===== src/rtl/bus_demux_if.sv =====
// Bundle of the source handshake and both destination handshakes of bus_demux.
// The slave modport is the demux side; the master modport is the surrounding logic.
interface bus_demux_if #(
    parameter int WIDTH = 16
);
    logic [WIDTH-1:0] in_data;
    logic             in_select;
    logic             in_valid;
    logic             in_ready;

    logic [WIDTH-1:0] out0_data;
    logic             out0_valid;
    logic             out0_ready;

    logic [WIDTH-1:0] out1_data;
    logic             out1_valid;
    logic             out1_ready;

    modport master (
        output in_data,
        output in_select,
        output in_valid,
        input  in_ready,
        input  out0_data,
        input  out0_valid,
        output out0_ready,
        input  out1_data,
        input  out1_valid,
        output out1_ready
    );

    modport slave (
        input  in_data,
        input  in_select,
        input  in_valid,
        output in_ready,
        output out0_data,
        output out0_valid,
        input  out0_ready,
        output out1_data,
        output out1_valid,
        input  out1_ready
    );
endinterface


===== src/rtl/bus_demux.sv =====
// One-to-two demultiplexer with an independent one-entry slot per destination.
// Define BUS_DEMUX_STATS_EN to add per-destination transfer counters count0/count1.
module bus_demux #(
    parameter int WIDTH = 16
) (
    input  logic        clk,
    input  logic        rst_n,
    bus_demux_if.slave  bus
`ifdef BUS_DEMUX_STATS_EN
    ,
    output logic [15:0] count0,
    output logic [15:0] count1
`endif
);

    typedef enum logic {
        StEmpty,
        StFull
    } slot_state_e;

    slot_state_e      slot0_q, slot0_d;
    slot_state_e      slot1_q, slot1_d;
    logic [WIDTH-1:0] data0_q, data0_d;
    logic [WIDTH-1:0] data1_q, data1_d;

    logic ready0;
    logic ready1;
    logic in_ready;
    logic in_fire;
    logic load0;
    logic load1;
    logic drain0;
    logic drain1;

    // A slot can take a new word if empty or if its current word leaves this same edge.
    always_comb begin
        ready0   = (slot0_q == StEmpty) || bus.out0_ready;
        ready1   = (slot1_q == StEmpty) || bus.out1_ready;
        in_ready = bus.in_select ? ready1 : ready0;
        in_fire  = bus.in_valid && in_ready;
        load0    = in_fire && !bus.in_select;
        load1    = in_fire && bus.in_select;
        drain0   = (slot0_q == StFull) && bus.out0_ready;
        drain1   = (slot1_q == StFull) && bus.out1_ready;
    end

    always_comb begin
        slot0_d = slot0_q;
        data0_d = data0_q;
        case (slot0_q)
            StEmpty: begin
                if (load0) begin
                    slot0_d = StFull;
                    data0_d = bus.in_data;
                end
            end
            StFull: begin
                if (load0) begin
                    data0_d = bus.in_data;
                end else if (drain0) begin
                    slot0_d = StEmpty;
                end
            end
            default: slot0_d = StEmpty;
        endcase
    end

    always_comb begin
        slot1_d = slot1_q;
        data1_d = data1_q;
        case (slot1_q)
            StEmpty: begin
                if (load1) begin
                    slot1_d = StFull;
                    data1_d = bus.in_data;
                end
            end
            StFull: begin
                if (load1) begin
                    data1_d = bus.in_data;
                end else if (drain1) begin
                    slot1_d = StEmpty;
                end
            end
            default: slot1_d = StEmpty;
        endcase
    end

    always_ff @(posedge clk or negedge rst_n) begin
        if (!rst_n) begin
            slot0_q <= StEmpty;
            slot1_q <= StEmpty;
            data0_q <= '0;
            data1_q <= '0;
        end else begin
            slot0_q <= slot0_d;
            slot1_q <= slot1_d;
            data0_q <= data0_d;
            data1_q <= data1_d;
        end
    end

    assign bus.in_ready   = in_ready;
    assign bus.out0_valid = (slot0_q == StFull);
    assign bus.out1_valid = (slot1_q == StFull);
    assign bus.out0_data  = data0_q;
    assign bus.out1_data  = data1_q;

`ifdef BUS_DEMUX_STATS_EN
    logic [15:0] count0_q, count0_d;
    logic [15:0] count1_q, count1_d;

    // Counters wrap naturally at 16 bits.
    always_comb begin
        count0_d = count0_q;
        count1_d = count1_q;
        if (load0) begin
            count0_d = count0_q + 16'd1;
        end
        if (load1) begin
            count1_d = count1_q + 16'd1;
        end
    end

    always_ff @(posedge clk or negedge rst_n) begin
        if (!rst_n) begin
            count0_q <= '0;
            count1_q <= '0;
        end else begin
            count0_q <= count0_d;
            count1_q <= count1_d;
        end
    end

    assign count0 = count0_q;
    assign count1 = count1_q;
`endif

endmodule


===== src/flat_wrapper.sv =====
// flat-port wrapper written by rule: the top's interface ports become plain ports
module bus_demux_flat 
#(
    parameter int WIDTH = 16
)
  (clk, rst_n, bus_in_data, bus_in_select, bus_in_valid, bus_in_ready, bus_out0_data, bus_out0_valid, bus_out0_ready, bus_out1_data, bus_out1_valid, bus_out1_ready);
  bus_demux_if #(.WIDTH(WIDTH)) bus_i ();
  input  logic clk;
  input  logic rst_n;
  input wire logic [$bits(bus_i.in_data)-1:0] bus_in_data;
  input wire logic [$bits(bus_i.in_select)-1:0] bus_in_select;
  input wire logic [$bits(bus_i.in_valid)-1:0] bus_in_valid;
  output wire logic [$bits(bus_i.in_ready)-1:0] bus_in_ready;
  output wire logic [$bits(bus_i.out0_data)-1:0] bus_out0_data;
  output wire logic [$bits(bus_i.out0_valid)-1:0] bus_out0_valid;
  input wire logic [$bits(bus_i.out0_ready)-1:0] bus_out0_ready;
  output wire logic [$bits(bus_i.out1_data)-1:0] bus_out1_data;
  output wire logic [$bits(bus_i.out1_valid)-1:0] bus_out1_valid;
  input wire logic [$bits(bus_i.out1_ready)-1:0] bus_out1_ready;
  assign bus_i.in_data = bus_in_data;
  assign bus_i.in_select = bus_in_select;
  assign bus_i.in_valid = bus_in_valid;
  assign bus_in_ready = bus_i.in_ready;
  assign bus_out0_data = bus_i.out0_data;
  assign bus_out0_valid = bus_i.out0_valid;
  assign bus_i.out0_ready = bus_out0_ready;
  assign bus_out1_data = bus_i.out1_data;
  assign bus_out1_valid = bus_i.out1_valid;
  assign bus_i.out1_ready = bus_out1_ready;
  bus_demux #(.WIDTH(WIDTH)) u_core (.clk(clk), .rst_n(rst_n), .bus(bus_i));
endmodule

===== config.mk =====
export PLATFORM = sky130hd
export DESIGN_NAME = bus_demux_flat
export DESIGN_NICKNAME = d
export VERILOG_FILES = /design/src/rtl/bus_demux_if.sv /design/src/rtl/bus_demux.sv /design/src/flat_wrapper.sv
export SDC_FILE = /design/constraint.sdc
export NUM_CORES = 1
export LEC_CHECK = 0
export BUFFER_PORTS_ARGS = -buffer_cell sky130_fd_sc_hd__buf_2
export CAP_MARGIN = 20
export CORE_ASPECT_RATIO = 1.75
export CORE_MARGIN = 3
export CORE_UTILIZATION = 50
export CTS_CLUSTER_SIZE = 16
export DETAILED_ROUTE_END_ITERATION = 10
export HOLD_SLACK_MARGIN = 0.08
export PLACE_DENSITY = 0.83
export SLEW_MARGIN = 15
export SYNTH_ARGS = -nofsm -noshare
export SYNTH_HDL_FRONTEND = slang
export SYNTH_SLANG_ARGS = --single-unit

===== constraint.sdc =====
create_clock -name clk -period 2.8 [get_ports clk]
set_input_delay 0.14 -clock clk [delete_from_list [all_inputs] [get_ports clk]]
set_output_delay 0.14 -clock clk [all_outputs]
set_load 0.03 [all_outputs]

==> results.md, run 1 <==
- Design area: 1760 µm²
- Drt initial violations: 16
- Yosys reg bits: 34
- Ports: 57
- Die area: 3420 µm²
- Overall Power: 1.48 mW
- Via Count: 879
- Avg Inst Size Synth: 17.5 µm²
- Seq pwr share: 0.419
- Nets@finish: 162
- Psw: 0.477 mW
- CTS tree: yes
- Post_cts resized: 0
- Fill count: 191
- Synth Instances: 78
- Vias/cell: 5.26
- Critical path type: flop to flop
- Total GRT Usage: 0.168
- Row count: 24
- Critical Path RT: 2.97 ns
- Mapped cell area: 1370 µm²
- Setup violations, final: 0
- Period utilisation layout: 0.535
- Placed cell count: 158
- Pwr Density: 841 nW/µm²
- Diode count: 0
- Buffers plus inverters on the worst setup path: 0
- Crit. End Element: flop
- Clk_skew: 0.00504 ns
- Number of global-route vias before repair: 897
- Delay-heaviest family, CP: simple AND/OR/NAND/NOR gates
- Logic pwr share: 0.291
- Area grow syn2layout: 29.1%
- First-pass GRT wire length: 3930 µm
- H-Tree Depth: 2
- Cells along the critical path: nor2b_4, nor2_4, mux2_2
- Max Slew Vio Count: 0
- CP arrival: 1.66 ns
- Largest net degree at the start of global routing: 35
- Fin util: 0.691
- Count of cell types in the netlist: 15
- Gpl congestion: 0.709
- Clk slew on worst S/H paths: 0.06 ns
- Final ANT Viol Nets: 0
- Worst skew pair latency: 0.28 ns
- Ratio of cells with drive above 1 in the final layout: 0.702
- Post-place instance area: 1650 µm²
- Setup bufs post-CTS: 0
- Final Critical Period: 1.50 ns
- Routed WL per cell: 15.8 µm
- CTS Root Cell: clkbuf_8
- DRC viols: 0
- Worst path slowest cell: nor2_4
- Total internal power: 1.00 mW
- HPWL Detailed: 1980 µm
- Sw Ratio: 0.322
- Final hold vios: 0
- Yosys warns: 0
- Setup TNS: 0 ns
- RSZ-0062 raised after global routing: false
- Worst slew pin tran: 0.730 ns
- Peak VDD IR: 0.629 mV
- Slew HR: 0.514
- Finished Layout Cells: 167
- HP Class: primary input to flop
- Routed WL: 2640 µm
- Starting Density: 0.535
- # clock sinks: 34
- Fmax: 667 MHz
- Syn Nets: 100
- Detailed Routing Iterations Pass 1: 2
- Max-Cap Viols: 0
- Crit path launch type: flop
- Clock buffer depth: 2
- Largest fanout on the critical path: 16
- Leakage: 0.885 nW
- Clock Power Share: 0.290
- Core Box Area: 2550 µm²
- Num CTS Buffers: 5
- Cts hold-fix bufs: 1
- Antenna violations before repair: 0
- Global route overflow: 0
- Status: finished, final reports clean
- Seq/Total Area, Yosys: 0.623
- Delay of the slowest critical-path stage: 0.46 ns
- Die width: 45.5 µm
- I/O Buffers: 56
- Die H: 75.1 µm
[logic make-up after synthesis]
group                  count (synthesis)  share of synthesized area
AO/OA/AOI/OAI                          2                    0.00733
flip-flops                            34                      0.623
multiplexers                          32                      0.291
AND/OR/NAND/NOR                        7                     0.0522
buffers and inverters                  3                     0.0257
[cells in the mapped netlist (all sizes together)]
library cell	count	area [µm²]
or2b	1	7.51
nor2b	1	13.8
nand2	1	6.26
nand3b	1	20.0
nand2b	1	8.76
mux2	32	398
dfrtp	34	851
inv	1	3.75
buf	2	31.3
nor2	2	15.0
o21ai	1	5.00
a21oi	1	5.00
[sequential cells by signal, indices dropped and copies added (netlist names)]
| name | cells |
|---|---|
| u_core.bus.out1_data | 16 |
| u_core.bus.out1_valid | 1 |
| u_core.bus.out0_data | 16 |
| u_core.bus.out0_valid | 1 |
[final cells by class]
class	instances	area, µm²	share of cell area
clock buffer	7	76.3	0.0433
clock inverter	1	30.0	0.0170
inverter	1	3.75	0.00213
multi-input combinational	41	479	0.272
sequential	34	851	0.483
tap	26	32.5	0.0185
timing repair buffer	57	290	0.165
[through the flow]
stage	setup slack, ns	hold slack (ns)
finish	1.30	0.104
global route	1.22	0.0951
floorplan	1.37	-0.156
detailed placement	1.28	0.238
global placement	1.35	0.225
CTS	1.28	0.0855
[worst paths after layout]
| check | depth (start not counted) | from | endpoint | slack, ns |
|---|---|---|---|---|
| worst max-delay path | 3 | u_core.bus.out1_valid$_DFF_PN0_ | u_core.bus.out1_data[2]$_DFFE_PN0P_ | 1.30 |
| worst min-delay path | 2 | bus_in_data[2] | u_core.bus.out0_data[2]$_DFFE_PN0P_ | 0.10 |
| worst max register to register | 3 | u_core.bus.out1_valid$_DFF_PN0_ | u_core.bus.out1_data[2]$_DFFE_PN0P_ | 1.30 |
| worst min register to register | 1 | u_core.bus.out0_data[2]$_DFFE_PN0P_ | u_core.bus.out0_data[2]$_DFFE_PN0P_ | 0.50 |
| max in group asynchronous | 2 | rst_n | u_core.bus.out0_data[13]$_DFFE_PN0P_ | 1.87 |
| min in group asynchronous | 2 | rst_n | u_core.bus.out1_data[7]$_DFFE_PN0P_ | 0.46 |
[cells in the final DEF (no fill, tap or decap)]
cell type	n
a21oi_1	1
buf_2	56
bufinv_16	1
clkbuf_1	2
clkbuf_8	5
dfrtp_1	34
dlygate4sd3_1	1
inv_1	1
mux2_2	22
mux2_4	10
nand2_2	1
nand2b_2	1
nand3b_4	1
nor2_1	1
nor2_4	1
nor2b_4	1
o21ai_0	1
or2b_1	1
[power by group through the flow]
stage               combinational, mW  sequential [mW]  clock (mW)
floorplan                       0.121            0.805           0
global placement                0.425            0.626           0
detailed placement              0.436            0.632           0
CTS                             0.438            0.623       0.443
global route                    0.454            0.630       0.456
finish                          0.431            0.622       0.429
[routing by layer]
| metal | global-route usage | wire length (µm) | vias to the layer above |
|---|---|---|---|
| li1 | - | - | 397 |
| met1 | 0.174 | 957 | 432 |
| met2 | 0.291 | 1400 | 43 |
| met3 | 0.0598 | 228 | 7 |
| met4 | 0.0782 | 50 | 0 |
| met5 | 0 | 0 | - |
(Power assumes the default switching activity.)
==> run 2, diff against run 1 <==
--- a/config.mk
+++ b/config.mk
@@ -5,15 +5,16 @@
 export SDC_FILE = /design/constraint.sdc
 export NUM_CORES = 1
 export LEC_CHECK = 0
+export ABC_AREA = 1
 export BUFFER_PORTS_ARGS = -buffer_cell sky130_fd_sc_hd__buf_2
 export CAP_MARGIN = 20
 export CORE_ASPECT_RATIO = 1.75
 export CORE_MARGIN = 3
-export CORE_UTILIZATION = 50
+export CORE_UTILIZATION = 47
 export CTS_CLUSTER_SIZE = 16
 export DETAILED_ROUTE_END_ITERATION = 10
 export HOLD_SLACK_MARGIN = 0.08
-export PLACE_DENSITY = 0.83
+export PLACE_DENSITY = 0.78
 export SLEW_MARGIN = 15
 export SYNTH_ARGS = -nofsm -noshare
 export SYNTH_HDL_FRONTEND = slang
==> constraint.sdc (replaced) <==
create_clock -name clk -period 1.5 [get_ports clk]
set_input_delay 0.075 -clock clk [delete_from_list [all_inputs] [get_ports clk]]
set_output_delay 0.075 -clock clk [all_outputs]
set_load 0.03 [all_outputs]
==> results.md, run 2 <==
- Critical path type: flop to primary output
- H-Tree Depth: 2
- Largest fanout on the critical path: 19
- Post_cts resized: 0
- Most common cell in the netlist: nand2_1
- Area grow syn2layout: 38.0%
- Count of cell types in the netlist: 11
- Row count: 26
- R2R Setup Slk: 0.38 ns
- Post-place instance area: 1730 µm²
- GR Util met1: 0.245
- Final ANT Viol Nets: 0
- Antenna violations before repair: 0
- RSZ-0062 raised after global routing: false
- Clk slew on worst S/H paths: 0.06 ns
- Drt initial violations: 45
- DRC viols: 0
- Routed WL per cell: 13.9 µm
- Starting Density: 0.492
- Yosys reg bits: 34
- Ports: 57
- Number of global-route vias before repair: 1383
- Period utilisation layout: 0.868
- Critical path's most frequent cell: nand2_1
- Routing usage on met3: 0.0519
- Mapped cell area: 1460 µm²
- Gpl congestion: 0.793
- Overall Power: 2.74 mW
- Setup violations, final: 0
- CP arrival: 1.23 ns
- Yosys warns: 0
- Met2 GRT Util: 0.362
- Main area contributors after synthesis: dfrtp_1 (58%), nand2_1 (18%), nand4_1 (14%)
- Critical Path RT: 1.42 ns
- Peak VDD IR: 1.16 mV
- Synth top area share: 0.584
- Seq/Total Area, Yosys: 0.584
- Most frequent cells after synthesis: nand2_1 (69), dfrtp_1 (34), nand4_1 (32)
- Ratio of cells with drive above 1 in the final layout: 0.313
- Syn Nets: 175
- Buffers plus inverters on the worst setup path: 1
- Worst path slowest cell: dfrtp_1
- Hold_sp: bus_out1_ready
- Max-Cap Viols: 0
- Synth Instances: 153
- Num CTS Buffers: 5
- Worst R2R Start: u_core.bus.out1_valid$_DFF_PN0_
- Die width: 48.1 µm
- # clock sinks: 34
- CTS Root Cell: clkbuf_8
- Via Count: 1382
- Fin util: 0.680
- Worst skew pair latency: 0.28 ns
- Clk_skew: 0.00763 ns
- Ys async rst share: 1.00
- Clock buffer depth: 2
- HPWL Detailed: 2480 µm
- Seq pwr share: 0.417
- Fmax: 768 MHz
- Slew HR: 0.520
- Diode count: 0
- Max Slew Vio Count: 0
- CTS tree: yes
- Final hold vios: 0
- Total internal power: 1.81 mW
- Sw Ratio: 0.337
- Status: finished, final reports clean
- Core Box Area: 2960 µm²
- Setup TNS: 0 ns
- Avg Inst Size Synth: 9.53 µm²
- Cells along the critical path: nand2_4, nand2_1, nand2_1, buf_2
- I/O Buffers: 56
- HP Class: primary input to flop
- Die H: 79.7 µm
- Crit path launch type: flop
- Largest net degree at the start of global routing: 35
- Nets@finish: 246
- First-pass GRT wire length: 5950 µm
- Routed WL: 3690 µm
- Delay-heaviest family, CP: flip-flops
- Crit path from: u_core.bus.out1_valid$_DFF_PN0_
- Worst slew pin tran: 0.720 ns
- Pwr Density: 1360 nW/µm²
- Total GRT Usage: 0.217
- Final Critical Period: 1.30 ns
- Leakage: 1.12 nW
- Die area: 3830 µm²
- Design area: 2010 µm²
- Fill count: 250
- Crit. End Element: primary output
- EDFF count, synth: 0
- Main flop type after synthesis: dfrtp_1
- Detailed Routing Iterations Pass 1: 4
- Delay of the slowest critical-path stage: 0.40 ns
- Commonest cells after routing, fill and taps aside: nand2_1 (69), buf_2 (56), dfrtp_1 (34), nand4_1 (32), dlygate4sd3_1 (17)
- Global route hottest layer: met2
- Post-synth top area cell: dfrtp_1
- Setup bufs post-CTS: 0
- Global route overflow: 0
- Most common cell after layout, fill and taps aside: nand2_1
- Logic pwr share: 0.277
- Clock Power Share: 0.306
- Psw: 0.922 mW
- Vias/cell: 5.20
==> run 2: final cells by class <==
| type | count | area, µm² | area share |
|---|---|---|---|
| flip-flops and latches | 34 | 851 | 0.423 |
| multi-input cells | 105 | 512 | 0.254 |
| repair buffers | 75 | 465 | 0.231 |
| clock buffers | 6 | 82.6 | 0.0410 |
| well taps | 42 | 52.6 | 0.0261 |
| clock inverters | 1 | 30.0 | 0.0149 |
| inverters | 3 | 18.8 | 0.00933 |
==> run 2: per-stage QoR <==
stage,setup WS [ns],std cells,hold WS (ns)
floorplan,0.261,153,-0.221
global route,0.134,266,0.245
CTS,0.196,266,0.216
detailed placement,0.401,242,0.177
global placement,0.439,242,0.173
finish,0.198,266,0.230
==> run 2: path summary, 6_finish.rpt <==
check	cells after the start	end
max in group asynchronous	2	u_core.bus.out0_data[3]$_DFFE_PN0P_
min in group asynchronous	2	u_core.bus.out1_data[11]$_DFFE_PN0P_
hold reg to reg	2	u_core.bus.out0_data[7]$_DFFE_PN0P_
setup / recovery	4	bus_in_ready
setup reg to reg	4	u_core.bus.out1_data[9]$_DFFE_PN0P_
hold / removal	4	u_core.bus.out1_valid$_DFF_PN0_
==> run 2: per-layer routing <==
layer  share of wire  routed length (µm)  up-vias
met2            0.52                1920       66
met3           0.063                 234        9
met4           0.025                  92        0
li1                -                   -      665
met5               0                   0        -
met1            0.39                1450      642
==> run 2: what timing repair did <==
item / CTS / global route
endpoints found under the setup margin: 0 / 0
hold buffers: 17 / 0
hold endpoints to repair: 62 / 0
==> run 2: cell families (layout without fill, tap and decap cells) <==
group         Yosys count  after routing  synth area share
simple gates          105            105             0.351
flops                  34             34             0.584
buf+inv                14             85            0.0652
==> run 2: power by group through the flow <==
stage               Combinational, mW  Sequential (mW)  Clock (mW)
finish                          0.757             1.14       0.838
global route                    0.820             1.16       0.896
CTS                             0.762             1.14       0.853
detailed placement              0.728             1.16           0
global placement                0.715             1.15           0
floorplan                       0.201             1.44           0
==> run 2: worst reg2reg max path, stage by stage, from the launching register on <==
cell and delay, ns:
dfrtp_1 0.40, nand2_4 0.20, nand3_4 0.22, nand2_1 0.13, nand2_1 0.06
==> run 3, diff against run 2 <==
--- a/config.mk
+++ b/config.mk
@@ -15,6 +15,7 @@
 export DETAILED_ROUTE_END_ITERATION = 10
 export HOLD_SLACK_MARGIN = 0.08
 export PLACE_DENSITY = 0.78
+export REMOVE_ABC_BUFFERS = 1
 export SLEW_MARGIN = 15
 export SYNTH_ARGS = -nofsm -noshare
 export SYNTH_HDL_FRONTEND = slang
==> results.md, run 3 (synthesized netlist as in run 2, its figures left out) <==
- Clk_skew: 0.00297 ns
- Worst skew pair latency: 0.29 ns
- Drt initial violations: 23
- Final hold vios: 0
- Largest fanout on the critical path: 12
- H-Tree Depth: 2
- Detailed Routing Iterations Pass 1: 4
- Leakage: 1.12 nW
- Setup violations, final: 0
- Status: finished, final reports clean
- Routed WL: 3560 µm
- Ratio of cells with drive above 1 in the final layout: 0.311
- Met2 wire len: 1930 µm
- R2R Setup Slk: 0.37 ns
- Final ANT Viol Nets: 0
- Critical path type: flop to primary output
- HP Class: primary input to flop
- Crit path from: u_core.bus.out0_valid$_DFF_PN0_
- Crit path launch type: flop
- Area grow syn2layout: 36.9%
- Clock buffer depth: 2
- I/O Buffers: 56
- Number of global-route vias before repair: 1334
- Global route overflow: 0
- Critical Path RT: 1.42 ns
- Ports: 57
- M1 WL: 1340 µm
- Setup TNS: 0 ns
- Hold Slack: 0.169 ns
- Worst slew pin tran: 0.724 ns
- Antenna violations before repair: 0
- Final Critical Period: 1.40 ns
- CTS Root Cell: clkbuf_8
- Slack of the critical path: 0.0993 ns
- Top sig layer: met4
- Reg2Reg Capture Point: u_core.bus.out1_data[0]$_DFFE_PN0P_
- Routed WL per cell: 13.3 µm
- RSZ-0062 raised after global routing: false
- # clock sinks: 34
- Max Slew Vio Count: 0
- First-pass GRT wire length: 5980 µm
- Largest net degree at the start of global routing: 35
- HPWL Detailed: 2390 µm
- Period utilisation layout: 0.934
- Slew HR: 0.518
- CP arrival: 1.33 ns
- DR WL met3: 148 µm
- Fmax: 714 MHz
- Most common cell after layout, fill and taps aside: nand2_1
- Nets@finish: 246
- Worst R2R Start: u_core.bus.out1_valid$_DFF_PN0_
- Pwr Density: 1290 nW/µm²
- Placement Setup Slack: 0.349 ns
- CTS tree: yes
- Gpl congestion: 0.742
- Diode count: 0
- Crit. End Element: primary output
- Critical Path Sink: bus_in_ready
- Total GRT Usage: 0.222
- Reg2Reg Depth: 4
- DRC viols: 0
- Row count: 26
- Vias/cell: 5.15
- Starting Density: 0.492
- Via Count: 1376
- Max-Cap Viols: 0
- Peak VDD IR: 0.831 mV
- Commonest cells after routing, fill and taps aside: nand2_1 (69), buf_2 (56), dfrtp_1 (34), nand4_1 (32), dlygate4sd3_1 (17)
- Core Box Area: 2960 µm²
- Overall Power: 2.58 mW
- Clk slew on worst S/H paths: 0.07 ns
- Fin util: 0.674
- Num CTS Buffers: 5
- Die area: 3830 µm²
- Die width: 48.1 µm
- Die H: 79.7 µm
## run 3: per-stage QoR
stage          instance area (µm²)  instances
2_1_floorplan                 1380        142
3_3_place_gp                  1730        242
3_5_place_dp                  1730        242
4_1_cts                       1990        267
5_1_grt                       2000        267
6_report                      2000        267
## run 3: repair_timing
item	4_1_cts	5_1_grt
gates resized for setup	0	1
hold buffers	17	0
endpoints found under the setup margin	0	1
setup buffers	0	0
endpoints found under the hold margin	65	0
## run 3: how the worst min path moves through the flow
stage               depth (start not counted)                                   to            from
detailed placement                          1  u_core.bus.out0_data[4]$_DFFE_PN0P_           rst_n
CTS                                         4      u_core.bus.out1_valid$_DFF_PN0_  bus_out1_ready
global route                                4      u_core.bus.out0_valid$_DFF_PN0_  bus_out0_ready
finish                                      4      u_core.bus.out0_valid$_DFF_PN0_  bus_out0_ready
global placement                            1  u_core.bus.out0_data[0]$_DFFE_PN0P_           rst_n
floorplan                                   0  u_core.bus.out0_data[0]$_DFFE_PN0P_           rst_n
## run 3: power breakdown
group,switching (mW),internal [mW],total [mW],leakage [nW]
combinational,0.536,0.224,0.759,0.646
clock,0.320,0.370,0.690,0.0482
sequential,0.0752,1.06,1.13,0.421
## run 3: critical path, cell delays in order (launching register included)
cell	delay [ns]
dfrtp_1	0.41
nand2_4	0.16
buf_4	0.18
nand2_1	0.05
nand2_1	0.05
buf_2	0.19
## run 3: layer usage
metal / global-route usage / vias to the layer above
li1: - / 660
met1: 0.248 / 661
met2: 0.358 / 42
met3: 0.0519 / 13
met4: 0.137 / 0
met5: 0 / -
## run 3: final cells by class
class | instances | area (µm²)
multi-input cells | 105 | 517
fillers | 266 | 965
clock buffers | 7 | 86.3
flip-flops and latches | 34 | 851
clock inverters | 1 | 5.00
inverters | 3 | 18.8
well taps | 42 | 52.6
repair buffers | 75 | 465
